## src/rtl/parking_code_entry_if.sv

```systemverilog
// Keypad bundle between the button front-end and the code entry block.
// The master side drives the raw buttons; the slave side returns the
// assembled code and the status signals.
interface parking_code_entry_if;
  logic       btn_zero;
  logic       btn_one;
  logic       btn_enter;
  logic       btn_clear;
  logic [3:0] code_out;
  logic       code_valid;
  logic [2:0] digit_count;
  logic       entry_error;

  modport master (
    output btn_zero, btn_one, btn_enter, btn_clear,
    input  code_out, code_valid, digit_count, entry_error
  );

  modport slave (
    input  btn_zero, btn_one, btn_enter, btn_clear,
    output code_out, code_valid, digit_count, entry_error
  );
endinterface

```

## src/rtl/parking_code_entry.sv

```systemverilog
// Keypad front-end for the parking gate controller.
// Four raw buttons are synchronized and debounced, press edges are
// prioritised (clear > enter > one > zero), and a 4-bit code is assembled
// MSB-first. A completed code is shown on code_out for a fixed hold window;
// code_out reads 0000 otherwise so a partial code never reaches the gate.
module parking_code_entry #(
  parameter logic [15:0] DEBOUNCE_CYCLES = 16'd16,
  parameter logic [15:0] KEY_TIMEOUT     = 16'd10000,
  parameter logic [15:0] HOLD_CYCLES     = 16'd8
) (
  input  logic                  clock,
  input  logic                  reset,
  parking_code_entry_if.slave   kp
);

  // Terminal counts; a zero parameter is treated as one so nothing underflows.
  localparam logic [15:0] DEB_LAST  = (DEBOUNCE_CYCLES == 16'd0) ? 16'd0 : DEBOUNCE_CYCLES - 16'd1;
  localparam logic [15:0] TMO_LAST  = (KEY_TIMEOUT     == 16'd0) ? 16'd0 : KEY_TIMEOUT - 16'd1;
  localparam logic [15:0] HOLD_LAST = (HOLD_CYCLES     == 16'd0) ? 16'd0 : HOLD_CYCLES - 16'd1;
  localparam logic [15:0] CNT_MAX   = 16'hFFFF;

  // Button index: 0 = zero, 1 = one, 2 = enter, 3 = clear.
  localparam int unsigned NBTN = 4;

  typedef enum logic [1:0] {
    ST_IDLE    = 2'd0,
    ST_COLLECT = 2'd1,
    ST_PRESENT = 2'd2
  } state_e;

  // Button conditioning state.
  logic [3:0]  raw_s;
  logic [3:0]  sync1_q, sync1_d;
  logic [3:0]  sync2_q, sync2_d;
  logic [3:0]  level_q, level_d;
  logic [15:0] stab_q [NBTN];
  logic [15:0] stab_d [NBTN];
  logic [3:0]  press_s;

  // Entry state.
  state_e      state_q, state_d;
  logic [3:0]  shift_q, shift_d;
  logic [2:0]  count_q, count_d;
  logic [15:0] timer_q, timer_d;
  logic [15:0] hold_q,  hold_d;
  logic [3:0]  code_q,  code_d;
  logic        valid_q, valid_d;
  logic        err_q,   err_d;

  // Prioritised events.
  logic ev_clear_s;
  logic ev_enter_s;
  logic ev_one_s;
  logic ev_zero_s;
  logic ev_digit_s;

  assign raw_s = {kp.btn_clear, kp.btn_enter, kp.btn_one, kp.btn_zero};

  // Synchronizer chain, stability counters and debounced levels.
  always_comb begin
    sync1_d = raw_s;
    sync2_d = sync1_q;
    level_d = level_q;
    press_s = 4'b0000;
    for (int i = 0; i < NBTN; i++) begin
      stab_d[i] = 16'd0;
      if (sync2_q[i] != level_q[i]) begin
        if (stab_q[i] >= DEB_LAST) begin
          // Stable long enough: adopt the new level; a rising level is a press.
          level_d[i] = sync2_q[i];
          press_s[i] = sync2_q[i];
          stab_d[i]  = 16'd0;
        end else begin
          stab_d[i] = stab_q[i] + 16'd1;
        end
      end else begin
        stab_d[i] = 16'd0;
      end
    end
  end

  // Conditioning registers.
  always_ff @(posedge clock or posedge reset) begin
    if (reset) begin
      sync1_q <= 4'b0000;
      sync2_q <= 4'b0000;
      level_q <= 4'b0000;
      for (int i = 0; i < NBTN; i++) begin
        stab_q[i] <= 16'd0;
      end
    end else begin
      sync1_q <= sync1_d;
      sync2_q <= sync2_d;
      level_q <= level_d;
      for (int i = 0; i < NBTN; i++) begin
        stab_q[i] <= stab_d[i];
      end
    end
  end

  // Same-cycle presses: only the highest-priority event survives.
  always_comb begin
    ev_clear_s = press_s[3];
    ev_enter_s = press_s[2] & ~press_s[3];
    ev_one_s   = press_s[1] & ~press_s[2] & ~press_s[3];
    ev_zero_s  = press_s[0] & ~press_s[1] & ~press_s[2] & ~press_s[3];
    ev_digit_s = ev_one_s | ev_zero_s;
  end

  // Entry FSM: next state, shift register, timers and registered outputs.
  always_comb begin
    state_d = state_q;
    shift_d = shift_q;
    count_d = count_q;
    timer_d = timer_q;
    hold_d  = hold_q;
    code_d  = code_q;
    valid_d = valid_q;
    err_d   = 1'b0;

    case (state_q)
      ST_IDLE: begin
        code_d  = 4'b0000;
        valid_d = 1'b0;
        if (ev_digit_s) begin
          shift_d = {shift_q[2:0], ev_one_s};
          count_d = 3'd1;
          timer_d = 16'd0;
          state_d = ST_COLLECT;
        end else if (ev_enter_s) begin
          err_d = 1'b1;
        end else begin
          // Clear or no event: nothing to do while idle.
          state_d = ST_IDLE;
        end
      end

      ST_COLLECT: begin
        if (ev_clear_s) begin
          state_d = ST_IDLE;
          shift_d = 4'b0000;
          count_d = 3'd0;
        end else if (ev_enter_s) begin
          if (count_q == 3'd4) begin
            state_d = ST_PRESENT;
            code_d  = shift_q;
            valid_d = 1'b1;
            hold_d  = 16'd0;
          end else begin
            err_d   = 1'b1;
            state_d = ST_IDLE;
            shift_d = 4'b0000;
            count_d = 3'd0;
          end
        end else if (ev_digit_s) begin
          timer_d = 16'd0;
          if (count_q < 3'd4) begin
            shift_d = {shift_q[2:0], ev_one_s};
            count_d = count_q + 3'd1;
          end else begin
            // Code already full: reject the extra digit but keep what was typed.
            err_d = 1'b1;
          end
        end else if (timer_q >= TMO_LAST) begin
          // Entry abandoned silently.
          state_d = ST_IDLE;
          shift_d = 4'b0000;
          count_d = 3'd0;
        end else if (timer_q != CNT_MAX) begin
          timer_d = timer_q + 16'd1;
        end else begin
          timer_d = timer_q;
        end
      end

      ST_PRESENT: begin
        // Digits and enter are ignored here; only clear or expiry end the window.
        if (ev_clear_s || (hold_q >= HOLD_LAST)) begin
          state_d = ST_IDLE;
          code_d  = 4'b0000;
          valid_d = 1'b0;
          count_d = 3'd0;
          shift_d = 4'b0000;
        end else if (hold_q != CNT_MAX) begin
          hold_d = hold_q + 16'd1;
        end else begin
          hold_d = hold_q;
        end
      end

      default: begin
        state_d = ST_IDLE;
        shift_d = 4'b0000;
        count_d = 3'd0;
        timer_d = 16'd0;
        hold_d  = 16'd0;
        code_d  = 4'b0000;
        valid_d = 1'b0;
      end
    endcase
  end

  // Entry FSM registers.
  always_ff @(posedge clock or posedge reset) begin
    if (reset) begin
      state_q <= ST_IDLE;
      shift_q <= 4'b0000;
      count_q <= 3'd0;
      timer_q <= 16'd0;
      hold_q  <= 16'd0;
      code_q  <= 4'b0000;
      valid_q <= 1'b0;
      err_q   <= 1'b0;
    end else begin
      state_q <= state_d;
      shift_q <= shift_d;
      count_q <= count_d;
      timer_q <= timer_d;
      hold_q  <= hold_d;
      code_q  <= code_d;
      valid_q <= valid_d;
      err_q   <= err_d;
    end
  end

  assign kp.code_out    = code_q;
  assign kp.code_valid  = valid_q;
  assign kp.digit_count = count_q;
  assign kp.entry_error = err_q;

endmodule

```

## src/flat_wrapper.sv

```systemverilog
// flat-port wrapper written by rule: the top's interface ports become plain ports
module parking_code_entry_flat 
#(
  parameter logic [15:0] DEBOUNCE_CYCLES = 16'd16,
  parameter logic [15:0] KEY_TIMEOUT     = 16'd10000,
  parameter logic [15:0] HOLD_CYCLES     = 16'd8
)
  (clock, reset, kp_btn_zero, kp_btn_one, kp_btn_enter, kp_btn_clear, kp_code_out, kp_code_valid, kp_digit_count, kp_entry_error);
  parking_code_entry_if kp_i ();
  input  logic clock;
  input  logic reset;
  input wire logic [$bits(kp_i.btn_zero)-1:0] kp_btn_zero;
  input wire logic [$bits(kp_i.btn_one)-1:0] kp_btn_one;
  input wire logic [$bits(kp_i.btn_enter)-1:0] kp_btn_enter;
  input wire logic [$bits(kp_i.btn_clear)-1:0] kp_btn_clear;
  output wire logic [$bits(kp_i.code_out)-1:0] kp_code_out;
  output wire logic [$bits(kp_i.code_valid)-1:0] kp_code_valid;
  output wire logic [$bits(kp_i.digit_count)-1:0] kp_digit_count;
  output wire logic [$bits(kp_i.entry_error)-1:0] kp_entry_error;
  assign kp_i.btn_zero = kp_btn_zero;
  assign kp_i.btn_one = kp_btn_one;
  assign kp_i.btn_enter = kp_btn_enter;
  assign kp_i.btn_clear = kp_btn_clear;
  assign kp_code_out = kp_i.code_out;
  assign kp_code_valid = kp_i.code_valid;
  assign kp_digit_count = kp_i.digit_count;
  assign kp_entry_error = kp_i.entry_error;
  parking_code_entry #(.DEBOUNCE_CYCLES(DEBOUNCE_CYCLES), .KEY_TIMEOUT(KEY_TIMEOUT), .HOLD_CYCLES(HOLD_CYCLES)) u_core (.clock(clock), .reset(reset), .kp(kp_i));
endmodule
```

## config.mk

```make
export PLATFORM = sky130hd
export DESIGN_NAME = parking_code_entry_flat
export DESIGN_NICKNAME = d
export VERILOG_FILES = /design/src/rtl/parking_code_entry_if.sv /design/src/rtl/parking_code_entry.sv /design/src/flat_wrapper.sv
export SDC_FILE = /design/constraint.sdc
export NUM_CORES = 1
export LEC_CHECK = 0
export CELL_PAD_IN_SITES_DETAIL_PLACEMENT = 1
export CELL_PAD_IN_SITES_GLOBAL_PLACEMENT = 2
export CORE_MARGIN = 1.5
export CORE_UTILIZATION = 39
export DETAILED_ROUTE_END_ITERATION = 10
export GPL_TIMING_DRIVEN = 0
export PLACE_DENSITY = 0.75
export SYNTH_ARGS = -nofsm -noshare
export SYNTH_HDL_FRONTEND = slang
export SYNTH_SLANG_ARGS = --single-unit
```

## constraint.sdc

```tcl
create_clock -name clock -period 4.5 [get_ports clock]
set_input_delay 0.9 -clock clock [delete_from_list [all_inputs] [get_ports clock]]
set_output_delay 0.9 -clock clock [all_outputs]
set_load 0.01 [all_outputs]
```

# After elaboration in Yosys (flattened, before gate mapping)
# Cells that the tools add are included.
[op_classes]
n_addsub = 7
n_lt_le_gt_ge = 7
n_eq_ne = 25
mux = 73
bitwise = 12
reduce_logical = 11
[op_table]
columns = ["cell", "n"]
rows = [
  ["two-way mux 16 bit", 19],
  ["adder 16 x 1 -> 16 bit (second input constant)", 6],
  ["one-hot mux 16 bit (3 select lines)", 2],
  [">= comparator 16 x 4 -> 1 bit (second input constant)", 4],
  ["two-way mux 4 bit", 11],
  ["!= test 16 bit (second input constant)", 2],
  ["two-way mux 3 bit", 8],
  ["two-way mux 1 bit", 19],
  [">= comparator 16 x 14 -> 1 bit (second input constant)", 1],
  [">= comparator 16 x 3 -> 1 bit (second input constant)", 1],
  ["two-way mux 2 bit", 8],
  ["one-hot mux 4 bit (3 select lines)", 1],
  ["AND reduction 6 bit", 2],
  ["!= test 2 x 1 -> 1 bit (second input constant)", 5],
  ["one-hot mux 3 bit (3 select lines)", 1],
  ["one-hot mux 4 bit (2 select lines)", 1],
  ["AND reduction 2 bit", 4],
  ["AND reduction 4 bit", 2],
  ["bitwise AND 1 bit", 6],
  ["!= test 2 bit (second input constant)", 3],
  ["one-hot mux 2 bit (3 select lines)", 1],
  ["!= test 5 x 1 -> 1 bit (second input constant)", 1],
  ["!= test 5 x 3 -> 1 bit (second input constant)", 1],
  ["NOT 1 bit", 5],
  ["other kinds (17)", 21],
]
[totals]
reg_bits = 123
inputBits = 6
output_inout_bits = 9
word_cells = 153

# Logic depth before layout (Yosys ltp)
[depth]
depth_word = 12
depth_mapped = 8
depth_no_buf = 7

# Worst setup path after synthesis
# No wires, ideal clock.
[synth_timing]
path_type = "reg-to-reg"
from = "register u_core.stab_q[15] in the netlist's numbering"
to = "register u_core.timer_q[10]"
setup_time_ns = 0.079
arrival_time_ns = 2.449
required_time_ns = 4.421
setup_slack_ns = 1.972
path_stages_with_launch = 7
cell_sequence = "dfrtp_1 nor4_4 a41oi_4 or4_4 or4_4 or3_1 a21oi_1"
[synth_between]
elab_chain_len = 10
word_cells_on_any_way = 18
cone_classes = "order compare (1); eq/ne (5); mux (6); bitwise (5); reduce/logical (1)"
[synth_lines]
columns = ["item", "line", "source"]
rows = [
  ["from (decl)", "parking_code_entry.sv:36", "logic [15:0] stab_q [NBTN];"],
  ["from (signal, indexed assignment)", "parking_code_entry.sv:96", "stab_q[i] <= stab_d[i];"],
  [">= comparator 16 x 4 -> 1 bit (*)", "parking_code_entry.sv:68", "if (stab_q[i] >= DEB_LAST) begin"],
  ["two-way mux 1 bit (*)", "parking_code_entry.sv:68", ""],
  ["two-way mux 1 bit (*)", "parking_code_entry.sv:67", "if (sync2_q[i] != level_q[i]) begin"],
  ["NOT 1 bit", "parking_code_entry.sv:104, parking_code_entry.sv:105, parking_code_entry.sv:106", ""],
  ["bitwise AND 1 bit (on tied branches)", "parking_code_entry.sv:105, parking_code_entry.sv:106", ""],
  ["bitwise OR 1 bit", "parking_code_entry.sv:107", "ev_digit_s = ev_one_s | ev_zero_s;"],
  ["two-way mux 16 bit", "parking_code_entry.sv:155", "end else if (ev_digit_s) begin"],
  ["two-way mux 16 bit", "parking_code_entry.sv:143", "end else if (ev_enter_s) begin"],
  ["two-way mux 16 bit", "parking_code_entry.sv:139", "if (ev_clear_s) begin"],
  ["one-hot mux 16 bit (3 select lines)", "parking_code_entry.sv:121", "case (state_q)"],
  ["to (signal assigned)", "parking_code_entry.sv:218", "timer_q <= timer_d;"],
  ["to (decl)", "parking_code_entry.sv:44", "logic [15:0] timer_q, timer_d;"],
]
# Mark *: on every way between the ends. The rest lies on a longest branch, timed or not. The select of a mux whose other input is x is not followed.
# A chain may end at the register's enable or synchronous reset.

# Final worst setup path
[layout_timing]
from = "register u_core.stab_q[23] in the netlist's numbering"
to = "register u_core.timer_q[7]"
[layout_between]
elab_chain_len = 11
word_cells_on_any_way = 19
cone_classes = "order compare (1); eq/ne (4); mux (6); bitwise (7); reduce/logical (1)"
[layout_lines]
columns = ["item", "line"]
rows = [
  [">= comparator 16 x 4 -> 1 bit (*)", "parking_code_entry.sv:68"],
  ["two-way mux 1 bit (*)", "parking_code_entry.sv:68"],
  ["two-way mux 1 bit (*)", "parking_code_entry.sv:67"],
  ["NOT 1 bit", "parking_code_entry.sv:105, parking_code_entry.sv:106"],
  ["bitwise AND 1 bit (on tied branches) (2 in a row)", "parking_code_entry.sv:105, parking_code_entry.sv:106"],
  ["bitwise OR 1 bit", "parking_code_entry.sv:107"],
  ["two-way mux 16 bit", "parking_code_entry.sv:155"],
  ["two-way mux 16 bit", "parking_code_entry.sv:143"],
  ["two-way mux 16 bit", "parking_code_entry.sv:139"],
  ["one-hot mux 16 bit (3 select lines)", "parking_code_entry.sv:121"],
]
# Marks and branches as above.

==> impl_metrics.json <==
{
  "synthMostInstantiatedCell": "dfrtp_1",
  "drcViolationCount": 0,
  "initial_core_util_pct": 39.8,
  "drt-vias-per-instance": 5.02,
  "rsz0062_at_grt": "no",
  "cts_sinks": 123,
  "ir_drop_v": 0.000248,
  "cts_hold_buf": 0,
  "die_area_sq_um": 12800,
  "cts_tree": "yes",
  "synth-main-ff-cell": "dfrtp_1",
  "grt_util_all_layers_pct": 16.5,
  "ys_async_sr_fraction_pct": 100,
  "outcome": "complete, no violations",
  "routabilityCongestion": 0.776,
  "cp_slowest_cell": "a2111oi_1",
  "detailed_place_hpwl_um": 6240,
  "yosys-top-cells-count": "dfrtp_1, nor2_1, nand2_1",
  "fin_worst_skew_ps": 10.8,
  "ys_ff_latch": 123,
  "antenna_cells": 0,
  "yosys-top-cells-area": "dfrtp_1, nor2_1, ha_1, nand2_1, nand3_1",
  "critPathKind": "reg -> reg",
  "path_cells": "nor4_2 -> a41oi_1 -> a2111oi_1 -> a211oi_1 -> or4_1 -> a21oi_1",
  "fin_nets": 471,
  "crit_arrival_ps": 3380,
  "clock.fmax_ghz": 0.329,
  "htreeDepth": 4,
  "setup_viol": 0,
  "netlist.area_leader.share_pct": 65.0,
  "cts_resized": 0,
  "yosysSeqAreaShare_pct": 65.0,
  "fin_crit_ps": 3040,
  "fp.dieW_um": 113,
  "synth_warnings": 0,
  "synth_top_cell_by_area": "dfrtp_1",
  "grt_pass1_wl_um": 16000,
  "clockBufferDepth": 2,
  "die-height_um": 113,
  "reg2reg_slack_ps": 1460,
  "min_path_type": "reg -> reg",
  "dp.cells": 585,
  "cts_buffers": 17,
  "finalSetupTns_ps": 0,
  "grt_start_max_net_pins": 69,
  "wl_um": 8990,
  "drive_above_1_share_pct": 10.0,
  "dr.pass1.iters": 4,
  "hold_ws_ps": 347,
  "yosysUniqueCellTypes": 44,
  "critPathCaptureType": "flip-flop",
  "routedWlPerCell_um": 14.6,
  "io_buffers": 14,
  "syn_to_final_growth_pct": 23.6,
  "cap_violations": 0,
  "ant_nets": 0,
  "stdcell_count": 616,
  "worstMarginPinSlew_ps": 1130,
  "drv_slew": 0,
  "clockRootBuffer": "clkbuf_16",
  "clk_pin_slew_ps": 50,
  "num_vias": 3093,
  "syn_avg_cell_area_sq_um": 12.6,
  "crit_fanout": 10,
  "stdcell_area_sq_um": 5860,
  "clk_latency_ps": 420,
  "post-route-period-util_pct": 67.6,
  "power_density_nw_per_um2": 455,
  "worst_setup_path_start_kind": "flip-flop",
  "required_ps": 4840,
  "synth_cells": 376,
  "synth_enable_flop_cells": 0,
  "coreArea_sq_um": 11900,
  "p_leak_nw": 2.64,
  "gr-total-overflow": 0,
  "first_iter_violations": 113,
  "io_pins": 15,
  "dpl_cell_area_sq_um": 5270,
  "synth_area_sq_um": 4740,
  "antenna_found_initial": 0,
  "slowest_delay_ps": 720,
  "core.rowCount": 40,
  "finalHoldViolCount": 0,
  "post-cts-setup-buffers": 0,
  "first_global_vias": 3302,
  "maxSlewHeadroom_pct": 24.0
}
## cell type report
cell class | instances | area, sq um
Clock inverter | 10 | 145
Clock buffer | 21 | 440
Fill cell | 1290 | 6060
Multi-Input combinational cell | 278 | 1750
Buffer | 5 | 18.8
Tap cell | 147 | 184
Timing Repair Buffer | 15 | 168
Sequential cell | 123 | 3080
Inverter | 17 | 68.8
## sequential cells by signal, indices dropped and copies added, names as in the netlist
name / flops
u_core.kp.entry_error: 1
u_core.shift_q: 4
u_core.kp.digit_count: 3
u_core.sync1_q: 4
u_core.sync2_q: 4
u_core.state_q: 2
u_core.level_q: 4
u_core.kp.code_valid: 1
u_core.hold_q: 16
u_core.kp.code_out: 4
u_core.timer_q: 16
u_core.stab_q: 64
## layer usage
metal / part of all wire (%) / GRT usage [%]
met4: 1.5 / 7.75
met3: 3.2 / 5.89
met5: 0 / 0
met1: 46 / 19.9
met2: 50 / 26.5
## power breakdown
| group | switching [mW] | internal, mW | leakage, nW |
|---|---|---|---|
| sequential | 0.0285 | 1.15 | 1.57 |
| clock | 0.466 | 0.868 | 0.277 |
| combinational | 0.0967 | 0.0546 | 0.796 |
| total | 0.591 | 2.07 | 2.64 |
## worst max-delay path: cells and delay by family (launching register included)
kind            cells  cell delay (ps)
compound gates      4             1580
simple gates        2             1010
flops               1              370
## cells in the final DEF (no fill, tap or decap), types with 5 or more instances in the layout
| cell | instances |
|---|---|
| clkbuf_1 | 9 |
| nand3_1 | 17 |
| clkdlybuf4s50_1 | 14 |
| dfrtp_1 | 123 |
| mux2_2 | 7 |
| nand2b_1 | 8 |
| a21o_1 | 5 |
| mux2i_1 | 5 |
| o21ai_0 | 10 |
| clkbuf_16 | 17 |
| ha_1 | 8 |
| nor2_1 | 30 |
| and3_1 | 6 |
| xnor2_1 | 6 |
| nand4_1 | 8 |
| a22o_1 | 5 |
| inv_1 | 15 |
| nand2_1 | 26 |
| conb_1 | 48 |
| a21oi_1 | 9 |
| xor2_1 | 7 |
| nor4_1 | 13 |
| nor2b_1 | 11 |
## kinds of logic (layout without fill, tap and decap cells)
| family | count (synthesis) | in the layout | synth area share [%] |
|---|---|---|---|
| AOI/OAI and AO/OA | 56 | 56 | 9.03 |
| DFF | 123 | 123 | 65.0 |
| buffers and inverters | 22 | 68 | 1.74 |
| and+or+nand+nor | 141 | 141 | 16.9 |
| muxes | 12 | 12 | 2.72 |
| adders and majority gates | 8 | 8 | 2.11 |
| other | 1 | 48 | 0.0792 |
| xor gates and xnor gates | 13 | 13 | 2.40 |
## final timing paths
| kind | startpoint | endpoint | cells after the start |
|---|---|---|---|
| worst max-delay path | u_core.stab_q[23] | u_core.timer_q[7] | 6 |
| worst min-delay path | u_core.sync1_q[0] | u_core.sync2_q[0] | 0 |
| worst max register to register | u_core.stab_q[23] | u_core.timer_q[7] | 6 |
| worst min register to register | u_core.sync1_q[0] | u_core.sync2_q[0] | 0 |
| max in group asynchronous | reset | u_core.timer_q[6] | 3 |
| min in group asynchronous | reset | u_core.stab_q[17] | 2 |
## through the flow
step                      util, %  power (mW)  setup slack (ps)
after detailed placement     44.2        1.35              1530
after CTS                    49.2        2.72              1480
after global routing         49.2        2.78              1240
after floorplan                 -        1.29               329
after global placement       44.0        1.34             -1280
final                        49.2        2.67              1460
No activity file was read; power rests on OpenSTA's default activity.
